==> src/rtl/nibble_write_sched.sv <==
// nibble_write_sched
//   Round-robin scheduler that shares one 4-bit register-write bus among
//   NUM_REQ requesters. A granted request writes one byte into a lo/hi pair
//   of 4-bit enable-gated registers: the low nibble in the first cycle and
//   the high nibble in the second. All outputs are registered and depend only
//   on registered state, so there is no combinational path from req to any
//   output.
//
// Ports
//   clk       clock, all state updates on posedge
//   reset     synchronous, active-high; returns the block to IDLE, clears
//             the round-robin pointer, the grant index and the latched byte
//   req       req[i]=1: requester i wants a byte write
//   req_addr  byte-register address, slice i belongs to requester i
//   req_data  byte to write, slice i belongs to requester i
//   ack       one-cycle completion pulse to the granted requester
//   nib_data  shared 4-bit data bus into the register bank
//   nib_en    one-hot write enables; bit 2a = lo nibble of reg a, 2a+1 = hi
//   busy      1 while a write is in progress (state != IDLE)
//
// Handshake: a requester raises req and holds it (addr/data may still change)
//   until it samples ack=1, then drops it. addr/data are captured only at the
//   grant edge. Dropping req after the grant does not abort the write. A req
//   still high in the IDLE cycle after its ack is treated as a new request.

module nibble_write_sched #(
  parameter int NUM_REQ  = 4,
  parameter int NUM_REGS = 4,
  parameter int ADDR_W   = 2
) (
  input  logic                       clk,
  input  logic                       reset,
  input  logic [NUM_REQ-1:0]         req,
  input  logic [NUM_REQ*ADDR_W-1:0]  req_addr,
  input  logic [NUM_REQ*8-1:0]       req_data,
  output logic [NUM_REQ-1:0]         ack,
  output logic [3:0]                 nib_data,
  output logic [2*NUM_REGS-1:0]      nib_en,
  output logic                       busy
);

  localparam int IDX_W = (NUM_REQ > 1) ? $clog2(NUM_REQ) : 1;

  typedef enum logic [1:0] {
    IDLE  = 2'd0,
    WR_LO = 2'd1,
    WR_HI = 2'd2
  } state_t;

  state_t                  state_q,    state_d;
  logic [IDX_W-1:0]        rr_ptr_q,   rr_ptr_d;
  logic [IDX_W-1:0]        gnt_idx_q,  gnt_idx_d;
  logic [ADDR_W-1:0]       addr_q,     addr_d;
  logic [7:0]              data_q,     data_d;
  logic [NUM_REQ-1:0]      ack_q,      ack_d;
  logic [3:0]              nib_data_q, nib_data_d;
  logic [2*NUM_REGS-1:0]   nib_en_q,   nib_en_d;

  logic                    found;
  logic [IDX_W:0]          cand_sum;
  logic [IDX_W-1:0]        cand;

  always_comb begin
    state_d   = state_q;
    rr_ptr_d  = rr_ptr_q;
    gnt_idx_d = gnt_idx_q;
    addr_d    = addr_q;
    data_d    = data_q;
    found     = 1'b0;
    cand_sum  = '0;
    cand      = '0;

    case (state_q)
      IDLE: begin
        // Search rr_ptr, rr_ptr+1, ... modulo NUM_REQ; the first set req wins.
        // The inner loop keeps every slice select at a constant index.
        for (int off = 0; off < NUM_REQ; off++) begin
          cand_sum = {1'b0, rr_ptr_q} + (IDX_W+1)'(off);
          if (cand_sum >= (IDX_W+1)'(NUM_REQ)) begin
            cand_sum = cand_sum - (IDX_W+1)'(NUM_REQ);
          end
          cand = cand_sum[IDX_W-1:0];
          for (int j = 0; j < NUM_REQ; j++) begin
            if (!found && (cand == IDX_W'(j)) && req[j]) begin
              found     = 1'b1;
              gnt_idx_d = IDX_W'(j);
              addr_d    = req_addr[j*ADDR_W +: ADDR_W];
              data_d    = req_data[j*8 +: 8];
              state_d   = WR_LO;
            end
          end
        end
      end
      WR_LO: state_d = WR_HI;
      WR_HI: begin
        rr_ptr_d = (gnt_idx_q == IDX_W'(NUM_REQ-1)) ? '0 : gnt_idx_q + 1'b1;
        state_d  = IDLE;
      end
      default: state_d = IDLE;
    endcase

    // Outputs are decoded from the next state so that, once registered, they
    // line up with the state they describe. Addresses with no matching
    // register leave every enable low while the write still runs its course.
    ack_d      = '0;
    nib_en_d   = '0;
    nib_data_d = '0;
    if (state_d == WR_LO) begin
      nib_data_d = data_d[3:0];
      for (int r = 0; r < NUM_REGS; r++) begin
        if (addr_d == ADDR_W'(r)) nib_en_d[2*r] = 1'b1;
      end
    end else if (state_d == WR_HI) begin
      nib_data_d = data_q[7:4];
      for (int r = 0; r < NUM_REGS; r++) begin
        if (addr_q == ADDR_W'(r)) nib_en_d[2*r+1] = 1'b1;
      end
      for (int j = 0; j < NUM_REQ; j++) begin
        if (gnt_idx_q == IDX_W'(j)) ack_d[j] = 1'b1;
      end
    end
  end

  always_ff @(posedge clk) begin
    if (reset) begin
      state_q    <= IDLE;
      rr_ptr_q   <= '0;
      gnt_idx_q  <= '0;
      addr_q     <= '0;
      data_q     <= '0;
      ack_q      <= '0;
      nib_data_q <= '0;
      nib_en_q   <= '0;
    end else begin
      state_q    <= state_d;
      rr_ptr_q   <= rr_ptr_d;
      gnt_idx_q  <= gnt_idx_d;
      addr_q     <= addr_d;
      data_q     <= data_d;
      ack_q      <= ack_d;
      nib_data_q <= nib_data_d;
      nib_en_q   <= nib_en_d;
    end
  end

  assign ack      = ack_q;
  assign nib_data = nib_data_q;
  assign nib_en   = nib_en_q;
  assign busy     = (state_q != IDLE);

endmodule

==> config.mk <==
export PLATFORM = sky130hd
export DESIGN_NAME = nibble_write_sched
export DESIGN_NICKNAME = d
export VERILOG_FILES = /design/src/rtl/nibble_write_sched.sv
export SDC_FILE = /design/constraint.sdc
export NUM_CORES = 1
export LEC_CHECK = 0
export ABC_AREA = 1
export CORE_MARGIN = 2
export CORE_UTILIZATION = 40
export DETAILED_ROUTE_END_ITERATION = 10
export HOLD_SLACK_MARGIN = 0.03
export PLACE_DENSITY = 0.63
export SYNTH_ARGS = -nofsm -noshare
export SYNTH_HDL_FRONTEND = slang
export SYNTH_SLANG_ARGS = --single-unit
==> constraint.sdc <==
create_clock -name clk -period 2.7 [get_ports clk]
set_input_delay 0.405 -clock clk [delete_from_list [all_inputs] [get_ports clk]]
set_output_delay 0.405 -clock clk [all_outputs]
set_load 0.005 [all_outputs]
Yosys cells after proc, flatten, opt, wreduce, memory -nomap -nowiden. Index checks and enable logic that the tools add are counted.

Magnitude comparators: 4. Reductions and logical operators: 59. Add/subtract/negate cells: 8. Eq/ne operators: 25. Multipliers: 0. Shift operators: 0. Div/mod/pow operators: 0. Bitwise operators: 2. Multiplexer cells: 120.

Operators by type and width (count): $mux 8 (16); $mux 2 (58); $mux 1 (42); $eq 2x2->1 const B (16); $logic_and 1x1->1 (31); $eq 2x1->1 const B (9); $logic_not 2->1 (8); $reduce_bool 16->1 (1); $logic_not 1->1 (15); $mux 4 (3); $ge 3x3->1 const B (3); $sub 2x1->2 const B (4); $add 2x2->3 const B (2); $pmux 2 s2 (1); $add 2x1->3 const B (1); $ge 2x3->1 const B (1); $reduce_or 3->1 (1); $add 2x1->2 const B (1); $not 1->1 (2); $reduce_and 2->1 (1); $reduce_bool 2->1 (1); $reduce_or 2->1 (1).

Register bits after elaboration: 32. Bits of input ports: 46. Bits in writable memories: 0. ROM bits: 0. Memories: 0. Latch bits: 0. Logic and storage cells: 228.

Depth between registers and ports, before layout.
Depth in word-level cells: 85. Mapped depth: 25. Mapped depth without buffers: 24.

Worst setup path before layout. Ideal clock, no wire load.

Path kind: input -> register. From: in req[0]. To: reg data_q[3]. Path buffers: 1. Stages on the path: 20. Data arrival time: 2.236 ns. Library setup time: 0.132 ns. Data required time: 2.568 ns. Slack: 0.332 ns. Path through: buf_2 inv_2 nor2_1 inv_2 nand4_1 clkinv_1 a21oi_1 nand2_1 nand2_1 nand2_1 nand2_1 nand2_1 nand2_1 nand2_1 nand2_1 nand2_1 nand2_1 nand2_1 nand2_1 a21oi_1.

Cells in the longest elaborated chain, start to end: 78. Elaborated cells on any way between the ends: 93.

RTL lines: from (decl) (RTL line 33) `input logic [NUM_REQ-1:0] req,`; $logic_and 1x1->1 (RTL line 84) `if (!found && (cand == IDX_W'(j)) && req[j]) begin`; $mux 1 (RTL line 84); $mux 1 (RTL line 73) `case (state_q)`; $logic_not 1->1 (RTL line 84); $logic_and 1x1->1 (2 in a row) (RTL line 84); $mux 1 (RTL line 84); $mux 1 (RTL line 73); $logic_not 1->1 (RTL line 84); [... 59 more ...]; $logic_not 1->1 (RTL line 84); $logic_and 1x1->1 (2 in a row) (RTL line 84); $mux 1 (RTL line 84); $mux 1 (RTL line 73); $logic_not 1->1 (RTL line 84); $logic_and 1x1->1 (2 in a row) (RTL line 84); $mux 8 (*) (RTL line 84); $mux 4 (*) (RTL line 73); to (signal assigned) (RTL line 139) `data_q <= data_d;`; to (decl) (RTL line 54) `logic [7:0] data_q, data_d;`.

Mark *: on every way between the ends. The rest lies on a longest branch, timed or not. The select of a mux whose other input is x is not followed. A chain may end at the register's enable or synchronous reset.

Final worst setup path.
From: reg rr_ptr_q[1]. To: reg addr_q[0].

Cells in the longest elaborated chain, start to end: 82. Elaborated cells on any way between the ends: 128.

RTL lines: from (decl) (RTL line 51) `logic [IDX_W-1:0] rr_ptr_q, rr_ptr_d;`; from (signal assigned) (RTL line 136) `rr_ptr_q <= rr_ptr_d;`; $ge 2x3->1 / $sub 2x1->2 (equally long branches) (RTL line 79, 80); $mux 2 (RTL line 79) `if (cand_sum >= (IDX_W+1)'(NUM_REQ)) begin`; $mux 2 (RTL line 73); $logic_not 2->1 (RTL line 84); $logic_and 1x1->1 (RTL line 84); $mux 1 (RTL line 84); $mux 1 (RTL line 73); $logic_not 1->1 (RTL line 84); [... 64 more ...]; $logic_not 1->1 (RTL line 84); $logic_and 1x1->1 (2 in a row) (RTL line 84); $mux 1 (RTL line 84); $mux 1 (RTL line 73); $logic_not 1->1 (RTL line 84); $logic_and 1x1->1 (2 in a row) (RTL line 84); $mux 2 (*) (RTL line 84); $mux 2 (*) (RTL line 73); to (signal assigned) (RTL line 138) `addr_q <= addr_d;`; to (decl) (RTL line 53) `logic [ADDR_W-1:0] addr_q, addr_d;`.

Marks and branches as above.

==> metrics.md <==
| Metric | Value |
|---|---|
| Status | `finished clean` |
| Hold_sp | `addr_q[0]` |
| Worst path cell trace | `inv_1 > nand3_2 > nand2_2 > nor2_8 > nand4_4 > nor2_4 > nand4_4 > nor2_8 > buf_4 > nand4_4 > nor2_4 > buf_12 > a21oi_1 > nand2_1 > nand2_2 > nand2_2 > nor2_1` |
| First-pass GRT wire length | `19.7 mm` |
| Min cycle time layout | `2.53 ns` |
| Vias in the first global route | `4040` |
| Residual DRC count | `0` |
| Total congestion overflow | `0` |
| Clk Tree Root Cell | `clkbuf_8` |
| Num CTS Buffers | `5` |
| Tcrit/Tclk final | `93.7%` |
| DP HPWL | `9.63 mm` |
| Worst EP required | `2.87 ns` |
| Hold buffers post-CTS | `0` |
| FILL cells | `790` |
| Most common cell after layout, fill and taps aside | `nand2_1` |
| Vias | `4113` |
| Synth top area share | `22.2%` |
| Non-Filler Cell Area, Final | `0.00460 sq mm` |
| MaxCap Viol Count | `0` |
| Overall fraction of global-route tracks in use | `28.7%` |
| Total number of yosys warnings | `0` |
| RSZ-0062 raised after global routing | `no` |
| WL/cell | `14.8 um` |
| ANT nets after route | `0` |
| Clock-pin slew on the worst setup and hold paths | `0.07 ns` |
| Die width | `93.2 um` |
| Area contributors post-synth | `nand2_1, dfxtp_1, inv_1` |
| Worst Path Class, Setup | `reg -> reg` |
| Synth unique cells | `31` |
| Maximum VDD drop | `0.210 mV` |
| Seq cells post-synth | `32` |
| P&R area growth vs syn | `44.6%` |
| Clk sinks | `32` |
| Most frequent cells in the layout | `nand2_1, inv_1, buf_4, clkdlybuf4s50_1, nor2_1` |
| CP Data Arrival Time | `2.70 ns` |
| Synthesized instance count | `583` |
| CTS tree | `done` |
| Lkg Pwr | `2.32 nW` |
| Htree depth | `2` |
| I/O Pins | `63` |
| GP Congestion | `0.940` |
| Die height | `93.2 um` |
| Mapped cell area | `0.00318 sq mm` |
| Layout cells sized above 1 | `16.7%` |
| CORE AREA | `0.00773 sq mm` |
| Post-synth top area cell | `nand2_1` |
| Post-Route Skew | `0.00543 ns` |
| Register area share after synthesis | `20.1%` |
| Starting density of the core | `41.2%` |
| Transition time of the tightest slew-check pin | `0.573 ns` |
| Final setup fails | `0` |
| Antenna violations before repair | `0` |
| Die Area | `0.00868 sq mm` |
| Final wirelength | `12.0 mm` |
| Critical path origin | `rr_ptr_q[1]` |
| Post-synth net total | `633` |
| Clock Latency Late Sink | `0.28 ns` |
| CP max stage cell | `dfxtp_2` |
| # nets final | `761` |
| Diode count | `0` |
| Tot Pwr | `2.00 mW` |
| Vias per cell | `5.05` |
| First-pass iteration count of the detailed router | `5` |
| Critical path's largest stage delay | `0.39 ns` |
| Initial DRC count | `214` |
| Worst r2r src | `rr_ptr_q[1]` |
| Crit Path Max Fanout | `6` |
| Startpoint Class | `register` |
| Dpl cell area | `0.00441 sq mm` |
| Syn_area_per_cell | `5.46 sq um` |
| IO Port Bufs | `62` |
| Slew HR | `61.8%` |
| Count of final hold-check violations | `0` |
| Hold Crit Class | `reg -> reg` |
| # rows | `32` |
| Largest net degree at the start of global routing | `16` |
| Max clock buf depth | `2` |
| Power density over cell area | `435 mW/mm^2` |
| Sum Neg Setup Slack | `0 ns` |
| Max Clk Rate | `0.395 GHz` |
| Max-slew violations | `0` |
| CP Capture Type | `register` |
==> final cells by class <==
type                       count  area [sq um]  share of cell area, %
multi-input combinational    416          2060                   44.7
timing repair buffer         134          1200                   26.2
sequential                    32           643                   14.0
inverter                     122           462                   10.0
tap                          102           128                   2.77
clock buffer                   6          72.6                   1.58
clock inverter                 2          35.0                  0.761
==> path summary, 6_finish.rpt <==
path | cells past startpoint | endpoint | slack, ns
max | 17 | addr_q[0] | 0.17
max reg2reg | 17 | addr_q[0] | 0.17
min reg2reg | 1 | nib_en[1] | 0.45
min | 1 | nib_en[1] | 0.45
==> through the flow <==
stage | setup WS (ns) | hold WS [ns] | std cells | utilization [%]
finish | 0.171 | 0.450 | 814 | 59.5
global route | 0.0118 | 0.468 | 814 | 59.5
CTS | 0.0725 | 0.452 | 813 | 58.4
detailed placement | -0.204 | 0.443 | 805 | 57.0
global placement | -0.171 | 0.434 | 805 | 57.0
floorplan | 0.332 | 0.422 | 583 | -
==> metal layers <==
| metal | wire length, um | up-vias | global-route usage [%] | part of all wire, % |
|---|---|---|---|---|
| li1 | - | 2070 | - | - |
| met2 | 5980 | 147 | 51.1 | 50 |
| met1 | 5160 | 1879 | 36.4 | 43 |
| met3 | 688 | 17 | 3.30 | 5.7 |
| met4 | 210 | 0 | 8.21 | 1.7 |
| met5 | 0 | - | 0 | 0 |
==> Yosys cell counts <==
cell type and number:
nor2_1 54, nor2_8 2, o2111ai_1 1, ha_1 4
o21ai_2 1, buf_2 6, dfxtp_1 32, nand2_1 188
nand4_4 4, nor3b_1 3, nor4_1 1, inv_2 5
nand3_2 3, nor3_1 10, nand2_4 2, clkbuf_1 4
nand4_1 7, a41oi_1 1, inv_1 114, nand3_1 26
buf_6 3, clkinv_1 3, o21ai_0 41, o22ai_1 4
o21ai_1 11, nand2_2 3, a22oi_1 2, nor2_4 3
nor2_2 2, a21oi_1 40, a211oi_1 3
==> flip-flops by register name, summed over array words and instances, names as in the netlist <==
signal	flops
rr_ptr_q	2
ack	4
data_q	8
nib_en	8
gnt_idx_q	2
addr_q	2
nib_data	4
state_q	2
==> report_power, final <==
part	total [mW]	switching, mW	internal, mW
sequential	0.577	0.0367	0.540
clock	0.443	0.169	0.274
combinational	0.980	0.561	0.419
total	2.00	0.767	1.23
==> kinds of logic (layout without fill, tap and decap cells) <==
group,after synthesis,after routing,synth area share [%]
fa+ha+maj,4,4,1.57
simple gates,308,308,44.1
compound gates,104,104,17.3
flops,32,32,20.1
buf+inv,135,264,16.9
==> timing repair <==
| item | 4_1_cts | 5_1_grt |
|---|---|---|
| setup endpoints to repair | 0 | 15 |
| setup buffers | 0 | 1 |
| resized for setup | 0 | 24 |
==> worst max-delay path, delay by kind of cell (launching register included) <==
kind	cells	cell delay (ns)
compound gates	1	0.04
buf+inv	3	0.39
flops	1	0.39
simple gates	13	1.60
Power figures use the tool's default switching activity.
